[config.mk]
export PLATFORM = sky130hd
export DESIGN_NAME = fetch_unit
export DESIGN_NICKNAME = d
export VERILOG_FILES = /design/src/rtl/fetch_pkg.sv /design/src/rtl/fetch_buffer.sv /design/src/rtl/fetch_unit.sv
export SDC_FILE = /design/constraint.sdc
export NUM_CORES = 1
export LEC_CHECK = 0
export BUFFER_PORTS_ARGS = -buffer_cell sky130_fd_sc_hd__buf_2
export CORE_ASPECT_RATIO = 0.9
export CORE_MARGIN = 5
export CORE_UTILIZATION = 55
export CTS_CLUSTER_DIAMETER = 200
export DETAILED_ROUTE_END_ITERATION = 10
export PLACE_DENSITY = 0.78
export SLEW_MARGIN = 20
export SYNTH_ARGS = -nofsm -noshare
export SYNTH_HDL_FRONTEND = slang
export SYNTH_HIERARCHICAL = 1
export SYNTH_SLANG_ARGS = --single-unit
[constraint.sdc]
create_clock -name clk -period 8.7 [get_ports clk]
set_input_delay 0.435 -clock clk [delete_from_list [all_inputs] [get_ports clk]]
set_output_delay 0.435 -clock clk [all_outputs]
set_load 0.01 [all_outputs]
[src/rtl/fetch_pkg.sv]
// Shared types and constants for the RV32I instruction-fetch stage.
package fetch_pkg;

  localparam logic [31:0] NOP_INSTR = 32'h0000_0013;

  typedef enum logic {RUN, DRAIN} fetch_state_t;

  typedef struct packed {
    logic [31:0] instr;
    logic [31:0] pc;
  } fetch_entry_t;

  function automatic logic [31:0] pc_inc(input logic [31:0] pc);
    return pc + 32'd4;
  endfunction

endpackage

[src/rtl/fetch_buffer.sv]
// Small synchronous FIFO of fetched {instr, pc} entries; the head is read
// combinationally so decode sees it in the same cycle it becomes valid.
module fetch_buffer
  import fetch_pkg::*;
#(
  parameter int DEPTH = 2
) (
  input  logic                     clk,
  input  logic                     rst_n,
  input  logic                     flush_i,
  input  logic                     push_i,
  input  fetch_entry_t             push_data_i,
  input  logic                     pop_i,
  output fetch_entry_t             head_o,
  output logic [$clog2(DEPTH):0]   count_o,
  output logic                     full_o,
  output logic                     empty_o
);

  localparam int AW = $clog2(DEPTH);
  localparam logic [AW:0] DEPTH_C = DEPTH[AW:0];

  fetch_entry_t  mem_q [DEPTH];
  logic [AW-1:0] rd_ptr_q, rd_ptr_d;
  logic [AW-1:0] wr_ptr_q, wr_ptr_d;
  logic [AW:0]   count_q, count_d;
  logic          do_push, do_pop;

  assign full_o  = (count_q == DEPTH_C);
  assign empty_o = (count_q == '0);
  assign count_o = count_q;
  assign head_o  = mem_q[rd_ptr_q];

  // A push into a full buffer is accepted only when the head leaves this cycle.
  assign do_pop  = pop_i && !empty_o;
  assign do_push = push_i && (!full_o || do_pop);

  always_comb begin
    rd_ptr_d = rd_ptr_q;
    wr_ptr_d = wr_ptr_q;
    count_d  = count_q;
    if (flush_i) begin
      rd_ptr_d = '0;
      wr_ptr_d = '0;
      count_d  = '0;
    end else begin
      if (do_push) wr_ptr_d = wr_ptr_q + 1'b1;
      if (do_pop)  rd_ptr_d = rd_ptr_q + 1'b1;
      case ({do_push, do_pop})
        2'b10:   count_d = count_q + 1'b1;
        2'b01:   count_d = count_q - 1'b1;
        default: count_d = count_q;
      endcase
    end
  end

  always_ff @(posedge clk or negedge rst_n) begin
    if (!rst_n) begin
      rd_ptr_q <= '0;
      wr_ptr_q <= '0;
      count_q  <= '0;
    end else begin
      rd_ptr_q <= rd_ptr_d;
      wr_ptr_q <= wr_ptr_d;
      count_q  <= count_d;
    end
  end

  always_ff @(posedge clk) begin
    if (do_push && !flush_i) mem_q[wr_ptr_q] <= push_data_i;
  end

  assert property (@(posedge clk) disable iff (!rst_n)
    (push_i && !flush_i) |-> (!full_o || pop_i));

endmodule

[src/rtl/fetch_unit.sv]
// IF stage: owns the fetch PC, talks req/gnt/rvalid to imem and buffers results.
// Define FETCH_MISALIGN_CHECK_EN to trap misaligned redirect targets.
module fetch_unit
  import fetch_pkg::*;
#(
  parameter logic [31:0] RESET_PC        = 32'h0000_0000,
  parameter int          BUF_DEPTH       = 2,
  parameter int          MAX_OUTSTANDING = 2
) (
  input  logic        clk,
  input  logic        rst_n,
  input  logic        en_n,
  input  logic        redirect,
  input  logic [31:0] redirect_pc,
  output logic        imem_req,
  output logic [31:0] imem_addr,
  input  logic        imem_gnt,
  input  logic        imem_rvalid,
  input  logic [31:0] imem_rdata,
  output logic [31:0] Instr,
  output logic [31:0] PC,
  output logic [31:0] PC_plus4,
  output logic        instr_valid,
  output logic        misalign_err
);

  localparam int CW = $clog2(BUF_DEPTH) + 1;
  localparam int OW = $clog2(MAX_OUTSTANDING + 1);
  localparam int PW = (MAX_OUTSTANDING > 1) ? $clog2(MAX_OUTSTANDING) : 1;
  localparam logic [PW-1:0] PTR_LAST = PW'(MAX_OUTSTANDING - 1);

  fetch_state_t  state_q, state_d;
  logic [31:0]   fetch_pc_q, fetch_pc_d;
  logic [OW-1:0] outst_q, outst_d;
  logic [OW-1:0] drop_q, drop_d;
  logic [PW-1:0] addr_wr_q, addr_rd_q;
  logic          active_q;
  logic [31:0]   addr_mem [MAX_OUTSTANDING];

  logic          grant, resp, pop, halted;
  logic [31:0]   redir_pc;
  fetch_entry_t  head, push_entry;
  logic [CW-1:0] buf_count;
  logic          buf_full, buf_empty;

`ifdef FETCH_MISALIGN_CHECK_EN
  logic err_q;

  always_ff @(posedge clk or negedge rst_n) begin
    if (!rst_n)        err_q <= 1'b0;
    else if (redirect) err_q <= |redirect_pc[1:0];
  end

  assign redir_pc     = redirect_pc;
  assign halted       = err_q;
  assign misalign_err = err_q;
`else
  logic unused_pc_lsbs;

  assign unused_pc_lsbs = ^redirect_pc[1:0];
  assign redir_pc       = {redirect_pc[31:2], 2'b00};
  assign halted         = 1'b0;
  assign misalign_err   = 1'b0;
`endif

  // active_q keeps imem_req low until the first edge after reset release.
  assign imem_req = active_q && (state_q == RUN) && !halted && !redirect
                 && (int'(buf_count) + int'(outst_q) < BUF_DEPTH)
                 && (int'(outst_q) < MAX_OUTSTANDING);
  assign imem_addr = fetch_pc_q;

  assign grant = imem_req && imem_gnt;
  assign resp  = imem_rvalid && !redirect && (state_q == RUN) && (outst_q != '0);
  assign pop   = instr_valid && !en_n;

  always_comb begin
    state_d    = state_q;
    fetch_pc_d = fetch_pc_q;
    outst_d    = outst_q;
    drop_d     = drop_q;
    if (redirect) begin
      // Whatever is still owed by imem, minus a response landing right now, must be dropped.
      fetch_pc_d = redir_pc;
      outst_d    = '0;
      drop_d     = drop_q + outst_q + OW'(grant)
                 - OW'(imem_rvalid && ((outst_q != '0) || (drop_q != '0)));
      state_d    = (drop_d != '0) ? DRAIN : RUN;
    end else begin
      if (grant) fetch_pc_d = pc_inc(fetch_pc_q);
      if (state_q == RUN) begin
        outst_d = outst_q + OW'(grant) - OW'(resp);
      end else if (imem_rvalid && (drop_q != '0)) begin
        drop_d = drop_q - 1'b1;
        if (drop_d == '0) state_d = RUN;
      end
    end
  end

  always_ff @(posedge clk or negedge rst_n) begin
    if (!rst_n) begin
      state_q    <= RUN;
      fetch_pc_q <= RESET_PC;
      outst_q    <= '0;
      drop_q     <= '0;
      addr_wr_q  <= '0;
      addr_rd_q  <= '0;
      active_q   <= 1'b0;
    end else begin
      state_q    <= state_d;
      fetch_pc_q <= fetch_pc_d;
      outst_q    <= outst_d;
      drop_q     <= drop_d;
      active_q   <= 1'b1;
      if (redirect) begin
        addr_wr_q <= '0;
        addr_rd_q <= '0;
      end else begin
        if (grant) addr_wr_q <= (addr_wr_q == PTR_LAST) ? '0 : addr_wr_q + 1'b1;
        if (resp)  addr_rd_q <= (addr_rd_q == PTR_LAST) ? '0 : addr_rd_q + 1'b1;
      end
    end
  end

  // Request addresses are remembered at grant so responses can be tagged in order.
  always_ff @(posedge clk) begin
    if (grant) addr_mem[addr_wr_q] <= fetch_pc_q;
  end

  assign push_entry = '{instr: imem_rdata, pc: addr_mem[addr_rd_q]};

  fetch_buffer #(
    .DEPTH (BUF_DEPTH)
  ) u_buffer (
    .clk         (clk),
    .rst_n       (rst_n),
    .flush_i     (redirect),
    .push_i      (resp),
    .push_data_i (push_entry),
    .pop_i       (pop),
    .head_o      (head),
    .count_o     (buf_count),
    .full_o      (buf_full),
    .empty_o     (buf_empty)
  );

  assign instr_valid = !buf_empty;
  assign Instr       = instr_valid ? head.instr : NOP_INSTR;
  assign PC          = instr_valid ? head.pc : 32'h0;
  assign PC_plus4    = pc_inc(PC);

  assert property (@(posedge clk) disable iff (!rst_n)
    imem_rvalid |-> ((outst_q != '0) || (drop_q != '0)));

  assert property (@(posedge clk) disable iff (!rst_n)
    resp |-> (!buf_full || pop));

endmodule

==> results of run 1 <==
[report_power, final]
| group | internal (uW) | switching [uW] | total [uW] | leakage [uW] |
|---|---|---|---|---|
| logic | 65.7 | 88.0 | 154 | 0.00220 |
| clock network | 614 | 396 | 1010 | 0.000387 |
| registers | 1230 | 49.0 | 1270 | 0.00221 |
[worst register-to-register path, delay by kind of cell, from the launching register on]
| kind | cells | cell delay, ns |
|---|---|---|
| compound gates | 1 | 0.14 |
| xor+xnor | 1 | 0.12 |
| fa+ha+maj | 3 | 0.91 |
| buf+inv | 2 | 0.29 |
| simple gates | 4 | 1.58 |
| flops | 1 | 0.46 |
[cell usage in the layout (no fill, tap or decap), types with 3 or more instances in the layout]
cell and count:
o311ai_1 3, a221o_1 5, and4_1 5, xor2_1 15
a21oi_1 10, edfxtp_1 188, nor3_1 10, nor2_1 31
buf_2 195, buf_4 11, nand3_1 26, nor2b_1 64
conb_1 8, bufinv_16 3, mux2i_1 3, ha_1 7
and3_1 8, mux2_1 22, nand2_1 48, mux2_2 72
a211oi_1 3, clkbuf_1 7, xnor2_1 23, dfrtp_1 41
clkinv_2 6, o311ai_0 3, clkbuf_16 25, and2_1 9
o211ai_1 14, o21ai_0 15, or3_1 4, nand4_1 26
nor4_1 4, clkinv_1 3, a21o_1 3, or2_2 3
inv_1 15
[synth_stat cells (all sizes together), types with 4 or more instances]
master    n  area (um2)
o211ai   14         105
o21ai    15        75.1
and3      8        50.1
and4      5        43.8
buf      21         135
dfrtp    42        1050
nor2b    66         418
and2      9        56.3
xnor2    23         201
a221o     5        50.1
o311ai    6        52.6
nor3     11        55.1
xor2     15         131
ha        7        87.6
nor2     33         124
or3       4        25.0
mux2     95        1070
nand2    48         180
nand3    27         148
clkbuf   15        56.3
nor4      4        25.0
nand4    26         163
a21oi    10        50.1
inv      15        56.3
edfxtp  188        5650
[final cells by class]
cell class / count / area, um2
Clock buffer: 32 / 652
Inverter: 16 / 65.1
Sequential cell: 230 / 6700
Tap cell: 245 / 307
Fill cell: 1367 / 6080
Multi-Input combinational cell: 474 / 3480
Timing Repair Buffer: 206 / 1060
Clock inverter: 12 / 131
[sequential cells by signal, summed over array words and instances (netlist names)]
name / cells
u_buffer/mem_q: 128
imem_addr: 30
addr_rd_q: 1
u_buffer/count_o: 2
outst_q: 2
u_buffer/wr_ptr_q: 1
u_buffer/rd_ptr_q: 1
state_q: 1
drop_q: 2
active_q: 1
addr_mem: 60
addr_wr_q: 1
[metal layers]
metal	vias up	share of wire [%]	global-route usage [%]
li1	3205	-	-
met3	22	6.6	3.18
met1	3207	45	28.9
met2	248	47	32.3
met4	0	1.5	4.32
met5	-	0	0
[through the flow]
step | power [uW] | instances | hold WS, ns
2_1_floorplan | 1370 | 756 | 0.139
3_3_place_gp | 1440 | 1171 | 0.544
3_5_place_dp | 1450 | 1171 | 0.550
4_1_cts | 2450 | 1215 | 0.0999
5_1_grt | 2530 | 1215 | 0.0986
6_report | 2440 | 1215 | 0.0879
[final timing paths]
check                      cells after the start                     to                start  slack, ns
hold reg to reg                                1  u_buffer/mem_q[0][29]      addr_mem[0][29]       0.56
hold / removal                                 1          imem_addr[28]                rst_n       0.09
min in group clk                               1  u_buffer/mem_q[0][49]       imem_rdata[17]       0.11
setup / recovery                              10           PC_plus4[30]    u_buffer/rd_ptr_q       3.82
max in group asynchronous                      1      u_buffer/rd_ptr_q                rst_n       7.95
setup reg to reg                              11             outst_q[1]  u_buffer/count_o[0]       5.12
[kinds of logic after synthesis]
kind of cell | Yosys count
other | 2
adder cells (fa/ha/maj) | 9
AND/OR/NAND/NOR | 256
AO/OA/AOI/OAI | 65
buffers and inverters | 52
XOR/XNOR | 38
flip-flops | 230
multiplexers | 98
==> reports/qor.txt, run 1 <==
Status = completed
Initial antenna violation count = 0
Crit path arrival time = 4.44 ns
Post-synthesis mux area share = 10.6%
Crit path kind = flip-flop to primary output
Crit-path slowest cell = dfrtp_2
CTS tree = done
Initial DRC count = 408
Largest net degree at the start of global routing = 65
Critical Path End Type = primary output
First-pass GRT wire length = 35200 um
Ant diodes = 0
Final core occ = 67.1%
Layout cells sized above 1 = 33.7%
RSZ-0062 raised after global routing = false
GRT Util Overall = 20.0%
Dpl hpwl = 14800 um
DIE HEIGHT = 140 um
Total routed wirelength = 21900 um
Adder-cell share of the synthesized area = 1.23%
Post-route setup slack = 3.82 ns
Crit path time final = 4.88 ns
CTS resizes = 0
Count of final hold-check violations = 0
Least-Margin Pin Slew = 0.967 ns
Synth unique cells = 55
PwrDens = 197 mW/mm2
Skew-Pair Late Insertion Delay = 0.51 ns
Layout Skew = 0.0115 ns
Initial Util = 56.3%
Overflow after GRT = 0
Post-Synth XOR/XNOR Area = 3.20%
HP Class = input port to async pin
Drt first pass iters = 5
Synthesized instance count = 750
Top FF cell, synth = edfxtp_1
# rows = 47
Cells along the critical path = buf_4 -> mux2_2 -> nor2b_1 -> ha_1 -> and4_1 -> nand4_1 -> nor4_1 -> nand4_1 -> xnor2_1 -> buf_2
Final Slew Violations = 0
CTS sink count = 230
Critical Path Source Type = flip-flop
Clock Tree Buf Depth = 3
# setup viols final = 0
Number of synthesized flops with an enable pin = 188
# Max-Cap Violations = 0
Cell area after layout = 0.0124 mm2
NumNets Final = 1031
Slew HR = 35.3%
Die area = 0.0217 mm2
CP delay by family, top = simple AND/OR/NAND/NOR gates
Clock-pin slew on the worst setup and hold paths = 0.06 ns
CTS Root Cell = clkbuf_16
Seq/Total Area, Yosys = 64.5%
Htree depth = 1
Post-synthesis simple-gate area fraction = 13.6%
Antenna viol nets, final = 0
Worst path bufs/invs = 2
Final RePlAce weighted congestion = 0.825
CTS Hold Bufs = 0
Chip width = 155 um
DP Area = 0.0116 mm2
Compound-gate portion of the synthesized area = 4.38%
WL/cell = 18.0 um
Yosys warning count = 6
Syn-to-layout area delta = 19.3%
# DRC = 0
Vias in the first global route = 6660
Max VDD drop = 0.000147 V
Setup WS pre-CTS = 4.26 ns
Core area = 0.0185 mm2
Port bufs = 195
Vias per cell = 5.50
Worst path most repeated cell = nand4_1
Mapped Avg Cell Area = 13.8 um2
Ys async rst share = 18.3%
Number of synthesized register bits = 230
Cell area after synthesis = 0.0104 mm2
Main combinational cell family by area after synthesis = simple AND/OR/NAND/NOR gates
Crit path largest cell delay = 0.78 ns
CTS buffer count = 24
CP Data Required Time = 8.27 ns
Leakage power = 0.00480 uW
Fmax = 205 MHz
Crit-path max FO = 41
Setup Fix Bufs, Post-CTS = 0
Period utilisation layout = 56.0%
DR vias = 6682
Final TNS setup = 0 ns
Top-level port count = 201
Power figures use the tool's default switching activity.
==> inputs of run 2 (changes only) <==
Settings changed: ABC_AREA from default to 1.
Clock period 8.7 ns to 5.01 ns, I/O delays scaled along.
==> reports/qor.txt, run 2 <==
Final Instance Count excl. Fillers = 1801
Cell area after synthesis = 0.0114 mm2
CTS tree = done
Setup WS pre-CTS = 1.71 ns
Syn-to-layout area delta = 21.1%
Met2 usage = 36.1%
CP Data Required Time = 4.76 ns
Synthesized instance count = 1289
Period utilisation layout = 75.3%
Max VDD drop = 0.000259 V
Crit path largest cell delay = 0.80 ns
Least-Margin Pin Slew = 0.988 ns
Worst path most repeated cell = nand2_1
# setup viols final = 0
RSZ-0062 raised after global routing = false
Post-route setup slack = 1.24 ns
Initial antenna violation count = 0
Grt peak-use layer = met2
Largest net degree at the start of global routing = 65
Cell area after layout = 0.0138 mm2
Setup Fix Bufs, Post-CTS = 0
DP Area = 0.0126 mm2
CTS buffer count = 23
Max FFs per register = 128
Layout Skew = 0.0145 ns
Final RePlAce weighted congestion = 0.918
Final Slew Violations = 0
Critical Path End Type = primary output
Chip width = 162 um
Drt first pass iters = 5
DIE HEIGHT = 147 um
PwrDens = 392 mW/mm2
Vias per cell = 5.06
Status = completed
Yosys warning count = 6
R2R setup slack = 2.26 ns
# rows = 50
Htree depth = 1
Vias in the first global route = 8685
CTS Hold Bufs = 45
Commonest non-fill, non-tap cell in the layout = nand2_1
Crit path arrival time = 3.52 ns
Antenna viol nets, final = 0
Total routed wirelength = 26500 um
Ant diodes = 0
M3 GR Usage = 3.33%
Top-level port count = 201
GRT Util Overall = 21.8%
Initial Util = 55.4%
Port bufs = 195
WL/cell = 14.7 um
CP delay by family, top = simple AND/OR/NAND/NOR gates
Cells along the critical path = buf_4 -> nand2_1 -> nand2_1 -> nand2_2 -> inv_1 -> ha_1 -> nand3_1 -> nor2_1 -> nand2_1 -> xnor2_1 -> buf_2
Top reg by flops = u_buffer/mem_q
NumNets Final = 1604
Mapped Avg Cell Area = 8.84 um2
Crit-path slowest cell = dfrtp_2
Clock-pin slew on the worst setup and hold paths = 0.06 ns
CTS sink count = 230
Crit path time final = 3.77 ns
Fillers = 1591
Layout cells sized above 1 = 19.1%
Critical Path Source Type = flip-flop
Clock Tree Buf Depth = 3
Count of final hold-check violations = 0
Initial DRC count = 690
Die area = 0.0237 mm2
Worst path bufs/invs = 3
Crit path kind = flip-flop to primary output
# DRC = 0
First-pass GRT wire length = 42500 um
Cells after DPL = 1715
Commonest cells after routing, fill and taps aside = 515 x nand2_1, 194 x buf_2, 188 x edfxtp_1, 135 x inv_1, 118 x nor2_1
# Max-Cap Violations = 0
Crit-path max FO = 36
Leakage power = 0.00636 uW
Met1 Use GR = 30.9%
Skew-Pair Late Insertion Delay = 0.50 ns
Fmax = 265 MHz
CTS resizes = 0
Core area = 0.0206 mm2
Final TNS setup = 0 ns
CTS Root Cell = clkbuf_16
Slew HR = 34.0%
HP Class = input port to flip-flop
Dpl hpwl = 18100 um
DR vias = 9121
Overflow after GRT = 0
[run 2: layout make-up]
| cell class | instances | area [um2] | area share [%] |
|---|---|---|---|
| Sequential cell | 230 | 6700 | 48.5 |
| Multi-Input combinational cell | 880 | 3970 | 28.7 |
| Timing Repair Buffer | 249 | 1510 | 10.9 |
| Clock buffer | 26 | 587 | 4.25 |
| Inverter | 141 | 534 | 3.87 |
| Tap cell | 260 | 325 | 2.36 |
| Clock inverter | 15 | 183 | 1.32 |
[run 2: stage by stage]
stage                     power (uW)  util (%)  hold WS [ns]
final                           5410      67.1        0.0273
after global routing            5680      67.1        0.0250
after detailed placement        3670      61.1         0.442
after CTS                       5440      67.0      0.000210
after floorplan                 3190         -       -0.0451
after global placement          3630      61.1         0.439
[run 2: path summary, 6_finish.rpt]
check	end	startpoint	depth (start not counted)
worst max register to register	u_buffer/mem_q[0][43]	u_buffer/count_o[1]	11
min in group asynchronous	imem_addr[23]	rst_n	2
max in group asynchronous	u_buffer/rd_ptr_q	rst_n	2
worst max-delay path	PC_plus4[18]	u_buffer/rd_ptr_q	11
worst min-delay path	imem_addr[12]	redirect_pc[12]	3
worst min register to register	u_buffer/mem_q[1][11]	addr_mem[0][11]	2
[run 2: where the power goes]
| part | switching [uW] | internal [uW] |
|---|---|---|
| clock network | 693 | 1050 |
| registers | 115 | 2150 |
| logic | 911 | 492 |
| total | 1720 | 3690 |
[run 2: layer usage]
layer | vias up | routed length (um)
met5 | - | 0
met4 | 0 | 487
met3 | 43 | 2000
met2 | 363 | 12400
met1 | 4139 | 11600
li1 | 4576 | -
[run 2: tightest hold or removal path, stage by stage]
cell and delay, ns:
buf_2 0.10, nand2_1 0.05, nand3_1 0.08
